[config.mk]
export PLATFORM = sky130hd
export DESIGN_NAME = cluster_rate_monitor
export DESIGN_NICKNAME = d
export VERILOG_FILES = /design/src/rtl/cluster_pkg.sv /design/src/rtl/cluster_rate_monitor_overflow_stretcher.sv /design/src/rtl/cluster_rate_monitor.sv
export SDC_FILE = /design/constraint.sdc
export NUM_CORES = 1
export LEC_CHECK = 0
export CAP_MARGIN = 20
export CORE_ASPECT_RATIO = 1.25
export CORE_MARGIN = 1
export CORE_UTILIZATION = 54
export CTS_BUF_LIST = sky130_fd_sc_hd__clkbuf_4
export DETAILED_ROUTE_END_ITERATION = 16
export PLACE_DENSITY = 0.82
export SYNTH_ARGS = -nofsm -noshare
export SYNTH_HDL_FRONTEND = slang
export SYNTH_SLANG_ARGS = --single-unit
[constraint.sdc]
create_clock -name clock4x -period 4 [get_ports clock4x]
set_clock_uncertainty 0.15 [all_clocks]
set_input_delay 0.8 -clock clock4x [delete_from_list [all_inputs] [get_ports clock4x]]
set_output_delay 0.8 -clock clock4x [all_outputs]
set_load 0.03 [all_outputs]
[src/rtl/cluster_pkg.sv]
// Shared constants and helpers for the cluster rate monitor.
// WINDOW defaults to one LHC orbit measured in clock4x cycles.
package cluster_pkg;

    localparam int CNT_W_DEF    = 11;
    localparam int BX_PER_ORBIT = 3564;
    localparam int CLK4X_PER_BX = 4;
    localparam int WINDOW_DEF   = BX_PER_ORBIT * CLK4X_PER_BX;

    // Unsigned add clamped to (2^w - 1). The addition is carried out one
    // bit wider than the operands so a wrap can never hide an overflow.
    // Callers keep w below 64 and truncate the result to their own width.
    function automatic logic [63:0] sat_add(input logic [63:0] a,
                                            input logic [63:0] b,
                                            input int unsigned w);
        logic [64:0] full;
        logic [64:0] lim;
        full = {1'b0, a} + {1'b0, b};
        lim  = (65'd1 << w) - 65'd1;
        if (full > lim) begin
            return lim[63:0];
        end else begin
            return full[63:0];
        end
    endfunction

endpackage

[src/rtl/cluster_rate_monitor_overflow_stretcher.sv]
// Retriggerable pulse stretcher: each overflow reloads a down-counter and
// the registered flag stays high while that counter is non-zero.
module overflow_stretcher #(
    parameter int STRETCH = 8
) (
    input  logic clk,
    input  logic rst_n,
    input  logic ovf_i,
    output logic stretch_o
);

    localparam int                SCNT_W    = $clog2(STRETCH + 1);
    localparam logic [SCNT_W-1:0] SCNT_LOAD = SCNT_W'(STRETCH);
    localparam logic [SCNT_W-1:0] SCNT_ZERO = {SCNT_W{1'b0}};

    logic [SCNT_W-1:0] scnt_q;
    logic [SCNT_W-1:0] scnt_d;
    logic              flag_q;
    logic              flag_d;

    // Reload on overflow, otherwise count down and stop at zero.
    always_comb begin
        scnt_d = scnt_q;
        flag_d = (scnt_q != SCNT_ZERO);
        if (ovf_i) begin
            scnt_d = SCNT_LOAD;
        end else if (scnt_q != SCNT_ZERO) begin
            scnt_d = scnt_q - SCNT_W'(1);
        end else begin
            scnt_d = SCNT_ZERO;
        end
    end

    // Counter and flag registers.
    always_ff @(posedge clk or negedge rst_n) begin
        if (!rst_n) begin
            scnt_q <= SCNT_ZERO;
            flag_q <= 1'b0;
        end else begin
            scnt_q <= scnt_d;
            flag_q <= flag_d;
        end
    end

    assign stretch_o = flag_q;

endmodule

[src/rtl/cluster_rate_monitor.sv]
// Windowed statistics on the cluster counter output: peak, saturating sum
// and overflow-cycle count per WINDOW accepted samples, plus a stretched
// overflow flag.
module cluster_rate_monitor
    import cluster_pkg::*;
#(
    parameter int CNT_W   = CNT_W_DEF,
    parameter int WINDOW  = WINDOW_DEF,
    parameter int SUM_W   = 32,
    parameter int OVF_W   = 16,
    parameter int STRETCH = 8
) (
    input  logic             clock4x,
    input  logic             reset_n,
    input  logic [CNT_W-1:0] cnt_i,
    input  logic             overflow_i,
    input  logic             enable_i,
    input  logic             resync_i,
    output logic [CNT_W-1:0] peak_o,
    output logic [SUM_W-1:0] sum_o,
    output logic [OVF_W-1:0] ovf_cycles_o,
    output logic             report_o,
    output logic             ovf_stretch_o
);

    localparam int                WCNT_W    = $clog2(WINDOW);
    localparam logic [WCNT_W-1:0] WCNT_LAST = WCNT_W'(WINDOW - 1);

    // Input stage.
    logic [CNT_W-1:0]  cnt_q;
    logic              ovf_q;
    logic              en_q;
    logic              resync_q;

    // Window accumulators. On a window close they hold the final totals
    // for one cycle (close_q high) so the report stage can copy them; the
    // next sample then builds on a zero base, so no gap cycle is needed.
    logic [CNT_W-1:0]  peak_acc_q, peak_acc_d, peak_base;
    logic [SUM_W-1:0]  sum_acc_q,  sum_acc_d,  sum_base;
    logic [OVF_W-1:0]  ovf_acc_q,  ovf_acc_d,  ovf_base;
    logic [WCNT_W-1:0] wcnt_q,     wcnt_d,     wcnt_base;
    logic              close_q,    close_d;

    // Report stage.
    logic [CNT_W-1:0]  peak_o_q, peak_o_d;
    logic [SUM_W-1:0]  sum_o_q,  sum_o_d;
    logic [OVF_W-1:0]  ovf_o_q,  ovf_o_d;
    logic              report_q, report_d;

    // Register the raw inputs once; everything downstream uses these copies.
    always_ff @(posedge clock4x or negedge reset_n) begin
        if (!reset_n) begin
            cnt_q    <= {CNT_W{1'b0}};
            ovf_q    <= 1'b0;
            en_q     <= 1'b0;
            resync_q <= 1'b0;
        end else begin
            cnt_q    <= cnt_i;
            ovf_q    <= overflow_i;
            en_q     <= enable_i;
            resync_q <= resync_i;
        end
    end

    // Accumulate accepted samples; resync discards the sample and the window.
    always_comb begin
        peak_base = close_q ? {CNT_W{1'b0}}  : peak_acc_q;
        sum_base  = close_q ? {SUM_W{1'b0}}  : sum_acc_q;
        ovf_base  = close_q ? {OVF_W{1'b0}}  : ovf_acc_q;
        wcnt_base = close_q ? {WCNT_W{1'b0}} : wcnt_q;

        peak_acc_d = peak_base;
        sum_acc_d  = sum_base;
        ovf_acc_d  = ovf_base;
        wcnt_d     = wcnt_base;
        close_d    = 1'b0;

        if (resync_q) begin
            peak_acc_d = {CNT_W{1'b0}};
            sum_acc_d  = {SUM_W{1'b0}};
            ovf_acc_d  = {OVF_W{1'b0}};
            wcnt_d     = {WCNT_W{1'b0}};
        end else if (en_q) begin
            peak_acc_d = (cnt_q > peak_base) ? cnt_q : peak_base;
            sum_acc_d  = SUM_W'(sat_add(64'(sum_base), 64'(cnt_q), SUM_W));
            ovf_acc_d  = OVF_W'(sat_add(64'(ovf_base), 64'(ovf_q), OVF_W));
            if (wcnt_base == WCNT_LAST) begin
                close_d = 1'b1;
                wcnt_d  = {WCNT_W{1'b0}};
            end else begin
                wcnt_d  = wcnt_base + WCNT_W'(1);
            end
        end else begin
            close_d = 1'b0;
        end
    end

    // Publish the finished window one cycle after it closes.
    always_comb begin
        peak_o_d = peak_o_q;
        sum_o_d  = sum_o_q;
        ovf_o_d  = ovf_o_q;
        report_d = close_q;
        if (close_q) begin
            peak_o_d = peak_acc_q;
            sum_o_d  = sum_acc_q;
            ovf_o_d  = ovf_acc_q;
        end else begin
            report_d = 1'b0;
        end
    end

    // Accumulator and report registers.
    always_ff @(posedge clock4x or negedge reset_n) begin
        if (!reset_n) begin
            peak_acc_q <= {CNT_W{1'b0}};
            sum_acc_q  <= {SUM_W{1'b0}};
            ovf_acc_q  <= {OVF_W{1'b0}};
            wcnt_q     <= {WCNT_W{1'b0}};
            close_q    <= 1'b0;
            peak_o_q   <= {CNT_W{1'b0}};
            sum_o_q    <= {SUM_W{1'b0}};
            ovf_o_q    <= {OVF_W{1'b0}};
            report_q   <= 1'b0;
        end else begin
            peak_acc_q <= peak_acc_d;
            sum_acc_q  <= sum_acc_d;
            ovf_acc_q  <= ovf_acc_d;
            wcnt_q     <= wcnt_d;
            close_q    <= close_d;
            peak_o_q   <= peak_o_d;
            sum_o_q    <= sum_o_d;
            ovf_o_q    <= ovf_o_d;
            report_q   <= report_d;
        end
    end

    overflow_stretcher #(
        .STRETCH (STRETCH)
    ) u_stretch (
        .clk       (clock4x),
        .rst_n     (reset_n),
        .ovf_i     (ovf_q),
        .stretch_o (ovf_stretch_o)
    );

    assign peak_o       = peak_o_q;
    assign sum_o        = sum_o_q;
    assign ovf_cycles_o = ovf_o_q;
    assign report_o     = report_q;

endmodule

# Word-level counts from Yosys, hierarchy flattened
# Cells that the tools add are included.
# word_totals
inputBits	16
out_inout_bits	61
regBits	153
word_cells	46
# classes
n_mux	22
n_addsub	4
reduce_logical	1
order_cmp	3
n_eq_ne	1
# ops
operator	count
2-to-1 mux 32 bit	4
2-to-1 mux 16 bit	4
2-to-1 mux 14 bit	4
2-to-1 mux 11 bit	4
adder 32 x 11 -> 33 bit	1
greater-than comparator 33 x 32 -> 1 bit (second input constant)	1
adder 16 x 1 -> 17 bit	1
greater-than comparator 17 x 16 -> 1 bit (second input constant)	1
adder 14 x 1 -> 14 bit (second input constant)	1
equality test 14 bit (second input constant)	1
greater-than comparator 11 bit	1
2-to-1 mux 4 bit	2
2-to-1 mux 1 bit	4
nonzero test 4 bit	1
subtractor 4 x 1 -> 4 bit (second input constant)	1

# Logic depth before layout (Yosys ltp)
# logic_depth
depth_word	6
ltp_mapped	16
mapped_depth_nobuf	11

# Hierarchy
# From an unflattened synthesis, not the netlist that was laid out.
# hier_totals
hier_cells	786
hier_area_um2	8000.2
# modules_own_cells
module	cells_per_inst	n_inst	area_per_inst_um2
cluster_rate_monitor	766	1	7778.7
overflow_stretcher	20	1	221.5

# Worst setup path after synthesis
# OpenSTA, ideal clock, no wires.
# synth_timing
path_type	flip-flop to flip-flop
startpoint	reg close_q
endpoint	reg sum_acc_q[29]
setup_ns	0.096
stages_incl_launch_ff	17
period_less_slack_ns	3.783
required_ns	3.754
path_slack_ns	0.217
arrival_ns	3.538
cell_sequence	dfrtp_1 -> buf_6 -> buf_6 -> buf_6 -> clkbuf_1 -> nor2b_1 -> ha_1 -> fa_1 -> maj3_1 -> nand2_2 -> a31oi_1 -> o221ai_2 -> a2111o_4 -> a211oi_4 -> buf_6 -> nor2_4 -> a311oi_2
# synth_between
elab_chain_cells	6
# synth_lines
element	line	rtl
start, declared	cluster_rate_monitor.sv:42	logic close_q, close_d;
start signal, assigned	cluster_rate_monitor.sv:130	close_q <= close_d;
2-to-1 mux 32 bit *	cluster_rate_monitor.sv:68	sum_base = close_q ? {SUM_W{1'b0}} : sum_acc_q;
adder 32 x 11 -> 33 bit	cluster_pkg.sv:18	full = {1'b0, a} + {1'b0, b};
greater-than comparator 33 x 32 -> 1 bit	cluster_pkg.sv:20	if (full > lim) begin
2-to-1 mux 32 bit	cluster_pkg.sv:20	
2-to-1 mux 32 bit *	cluster_rate_monitor.sv:83	end else if (en_q) begin
2-to-1 mux 32 bit *	cluster_rate_monitor.sv:78	if (resync_q) begin
via sum_acc_d[29]	cluster_rate_monitor.sv:39	logic [SUM_W-1:0] sum_acc_q, sum_acc_d, sum_base;
end signal, assigned	cluster_rate_monitor.sv:117	sum_acc_q <= {SUM_W{1'b0}};
end signal, assigned	cluster_rate_monitor.sv:127	sum_acc_q <= sum_acc_d;
end, declared	cluster_rate_monitor.sv:39	
# The timed path passes the listed nets; every way through them passes the cells marked *.
# A chain may end at the register's enable or synchronous reset.

# Worst setup path after layout
# layout_timing
startpoint	reg close_q
endpoint	reg sum_acc_q[25]
# Same word-level chain as after synthesis.

==> results by group <==
Drt
  – Routed Antenna Nets: 0
  – Vias: 6,329
  – Drt first pass iters: 5
  – WL per Instance: 17.1 um
  – Post-route DRC violation count: 0
  – Final WL: 17,600 um
  – Via/cell ratio: 6.14
  – 1st-iter DRT viols: 476

Logic synthesis
  – Register area share after synthesis: slightly below 50%
  – Cell count after synthesis: ~770
  – Count of cell types in the netlist: a little under 80
  – Synth Area per Inst: 10.4 um2
  – Syn. warnings: 0
  – Top cells by area, synth: dfrtp_1 (48%), mux2_2 (8.3%), ha_1 (3.5%)
  – Cell Area, Synth: 0.00797 mm2
  – #FFs+latches synth: 153
  – Async SR Flop Fraction: between 90% and 100%
  – Synth Net Count: 807
  – Primary FF master, synth: dfrtp_1
  – Synth top area share: about half
  – Synth area leader: dfrtp_1
  – Number of synthesized flops with an enable pin: 0

STA
  – Setup TNS: 0 ns
  – Worst Max-Slew Pin Slew: 0.812 ns
  – Final Hold Fails: 0
  – Final setup fails: 0
  – Tcrit/Tclk final: 91.4%
  – Worst slew margin: 45.9%
  – Final Max Tran Viols: 0
  – RSZ-0062 raised after global routing: false
  – Fmax achieved: 0.273 GHz
  – Fin crit period: 3.66 ns

Finish
  – Area growth, synth to finish: 15.8%
  – Final Cell Area: between 0.009 and 0.01 mm2
  – Final Net Count: 877
  – Reg area: 0.00383 mm2
  – Multi-input logic area: 0.00385 mm2
  – Filler cells: roughly 1,200
  – Share of cells above drive strength 1: around 16%

Worst setup path
  – Worst r2r dst: sum_acc_q[25]
  – CP max stage cell: a2111o_4
  – CP cell instances: nor2b_1, ha_1, fa_1, maj3_1, nand2_2, a41oi_1, o21ai_1, a2111o_4, a211oi_4, buf_4, o21ai_0, a221oi_2
  – Arr. time, crit path: 4.00 ns
  – Critical path launch point type: flop
  – Reg-to-reg critical path startpoint: close_q
  – FF-to-FF setup slack: 0.34 ns
  – Critical path capture point type: flop
  – Worst Path Buf+Inv: 1
  – Critical path type: flop to flop
  – Worst Reg-to-Reg Cells: 12
  – Launch point of the critical path: close_q
  – Top Family by Delay on Critical Path: compound AO/OA/AOI/OAI gates
  – CP required: 4.34 ns
  – Max stage delay on crit path: 0.58 ns
  – Crit-path max FO: 6

Clock network
  – Setup repair bufs after CTS: 0
  – H-tree levels: 4
  – TritonCTS buffer count: 17
  – Max Root-Sink Buffers: 2
  – Cts hold-fix bufs: 0
  – CTS tree: built
  – CTS root buffer: clkbuf_4
  – Clock transition at the registers of the reported paths: 0.15 ns
  – CTS sink count: 153
  – Post-cts sizing count: 0
  – Clk_lat worst skew: approximately 0.6 ns

Floorplanning
  – Boundary Pins: 77
  – Initial core utilization: between 50% and 60%
  – Die Wd: around 110 um
  – Core ar.: roughly 0.014 mm2
  – Die ar.: 0.0153 mm2
  – FP Rows: 49
  – Die height: 138 um

Global route
  – Total gr overflow: 0
  – Total GRT Usage: between 20% and 30%
  – Largest net degree at the start of global routing: 89
  – Global-route wire length before repair: 28,700 um
  – Number of global-route vias before repair: 5,996
  – Initial antenna violation count: 1

Power and ir drop
  – Power Density: 342 mW/mm2
  – Lkg Pwr: 3.99 nW
  – Peak supply drop: 241 uV

Placement
  – Routability cong.: approximately 0.90
  – DP Area: 0.00884 mm2
  – IO Port Bufs: 76
  – Detailed placement HPWL: 11,900 um

Job
  – Max-cap violations: 0

Outcome
  – Status: finished clean

Worst hold path
  – Min-delay worst type: input port to asynchronous set/reset pin
-- Yosys cell counts (4+ instances only) --
master	number
dfrtp_1	153
nor2_1	69
mux2_2	59
nand2_1	57
a21oi_1	35
clkbuf_1	25
o21ai_0	25
nor2b_1	23
ha_1	22
nand3_1	22
nor3_1	21
nand4_1	18
xnor2_1	17
inv_1	16
a211oi_1	14
and3_1	13
or3_1	12
a311oi_1	10
and2_1	10
a31oi_1	9
nand2b_1	9
o21a_1	9
xor2_1	8
a41oi_1	6
buf_6	6
and4b_1	5
buf_1	5
nor4_1	5
a32oi_1	4
and2b_1	4
buf_2	4
-- state kept, by name (all words and copies together), names as in the netlist --
signal and cells:
ovf_q 1, peak_o 11, report_o 1, u_stretch.stretch_o 1, peak_acc_q 11, resync_q 1
cnt_q 11, close_q 1, ovf_acc_q 16, wcnt_q 14, sum_o 32, sum_acc_q 32
u_stretch.scnt_q 4, ovf_cycles_o 16, en_q 1
-- layer usage --
metal / up-vias / part of all wire (%) / wire (um) / GRT usage (%)
li1: 2931 / - / - / -
met1: 3130 / 42 / 7440 / 29.6
met2: 215 / 49 / 8690 / 40.1
met3: 53 / 5.5 / 972 / 5.64
met4: 0 / 2.7 / 473 / 9.85
met5: - / 0 / 0 / 0
-- cell families (layout without fill, tap and decap cells) --
group	after synthesis	in the layout	synth area share [%]
simple gates	286	286	18.5
compound gates	158	158	14.5
flops	153	153	48.0
mux	61	61	8.58
buf+inv	60	143	3.66
fa+ha+maj	25	25	3.95
xor+xnor	25	25	2.75
other cells	0	1	0
-- where the power goes --
part / total, mW / internal (mW) / switching (mW) / leakage (nW)
Combinational: 0.405 / 0.170 / 0.235 / 1.77
Sequential: 1.66 / 1.60 / 0.0623 / 2.07
Clock: 1.09 / 0.506 / 0.582 / 0.161
-- placed cells by master, fill, tap and decap left out, types with 16 or more instances in the layout --
cell,n
nand2_1,57
a21oi_1,35
ha_1,22
xnor2_1,17
o21ai_0,25
nand4_1,18
mux2_2,59
buf_4,17
nor3_1,21
nor2_1,69
dfrtp_1,151
clkbuf_4,18
clkdlybuf4s50_1,75
nand3_1,22
nor2b_1,23
inv_1,16
-- cell type report --
| type | instances | share of cell area [%] |
|---|---|---|
| clock inverter | 14 | 2.14 |
| sequential | 153 | 41.5 |
| timing repair buffer | 95 | 10.1 |
| inverter | 16 | 0.650 |
| tap | 178 | 2.41 |
| multi-input combinational | 555 | 41.7 |
| antenna | 1 | 0.0271 |
| clock buffer | 18 | 1.46 |
-- worst reg2reg max path, stage by stage (launching register included) --
cell      delay (ns)
dfrtp_4         0.52
nor2b_1         0.17
ha_1            0.21
fa_1            0.30
maj3_1          0.25
nand2_2         0.08
a41oi_1         0.22
o21ai_1         0.16
a2111o_4        0.58
a211oi_4        0.32
buf_4           0.18
o21ai_0         0.11
a221oi_2        0.32
-- worst max-delay path by stage --
stage,end,cells after the start
floorplan,sum_acc_q[29],16
global placement,sum_acc_q[26],11
detailed placement,sum_acc_q[26],11
CTS,sum_acc_q[26],11
global route,sum_acc_q[4],13
finish,sum_acc_q[25],12
-- metrics by stage --
step / power [mW] / utilization, % / setup slack [ns] / hold WS (ns) / cells
after floorplan: 1.96 / - / 0.217 / 0.251 / 768
after global placement: 2.08 / 61.4 / 0.411 / 0.290 / 991
after detailed placement: 2.10 / 61.4 / 0.289 / 0.299 / 991
after CTS: 3.18 / 63.7 / 0.256 / 0.124 / 1023
after global routing: 3.30 / 64.1 / 0.0706 / 0.134 / 1030
final: 3.16 / 64.1 / 0.342 / 0.0873 / 1030
(Power assumes the default switching activity.)
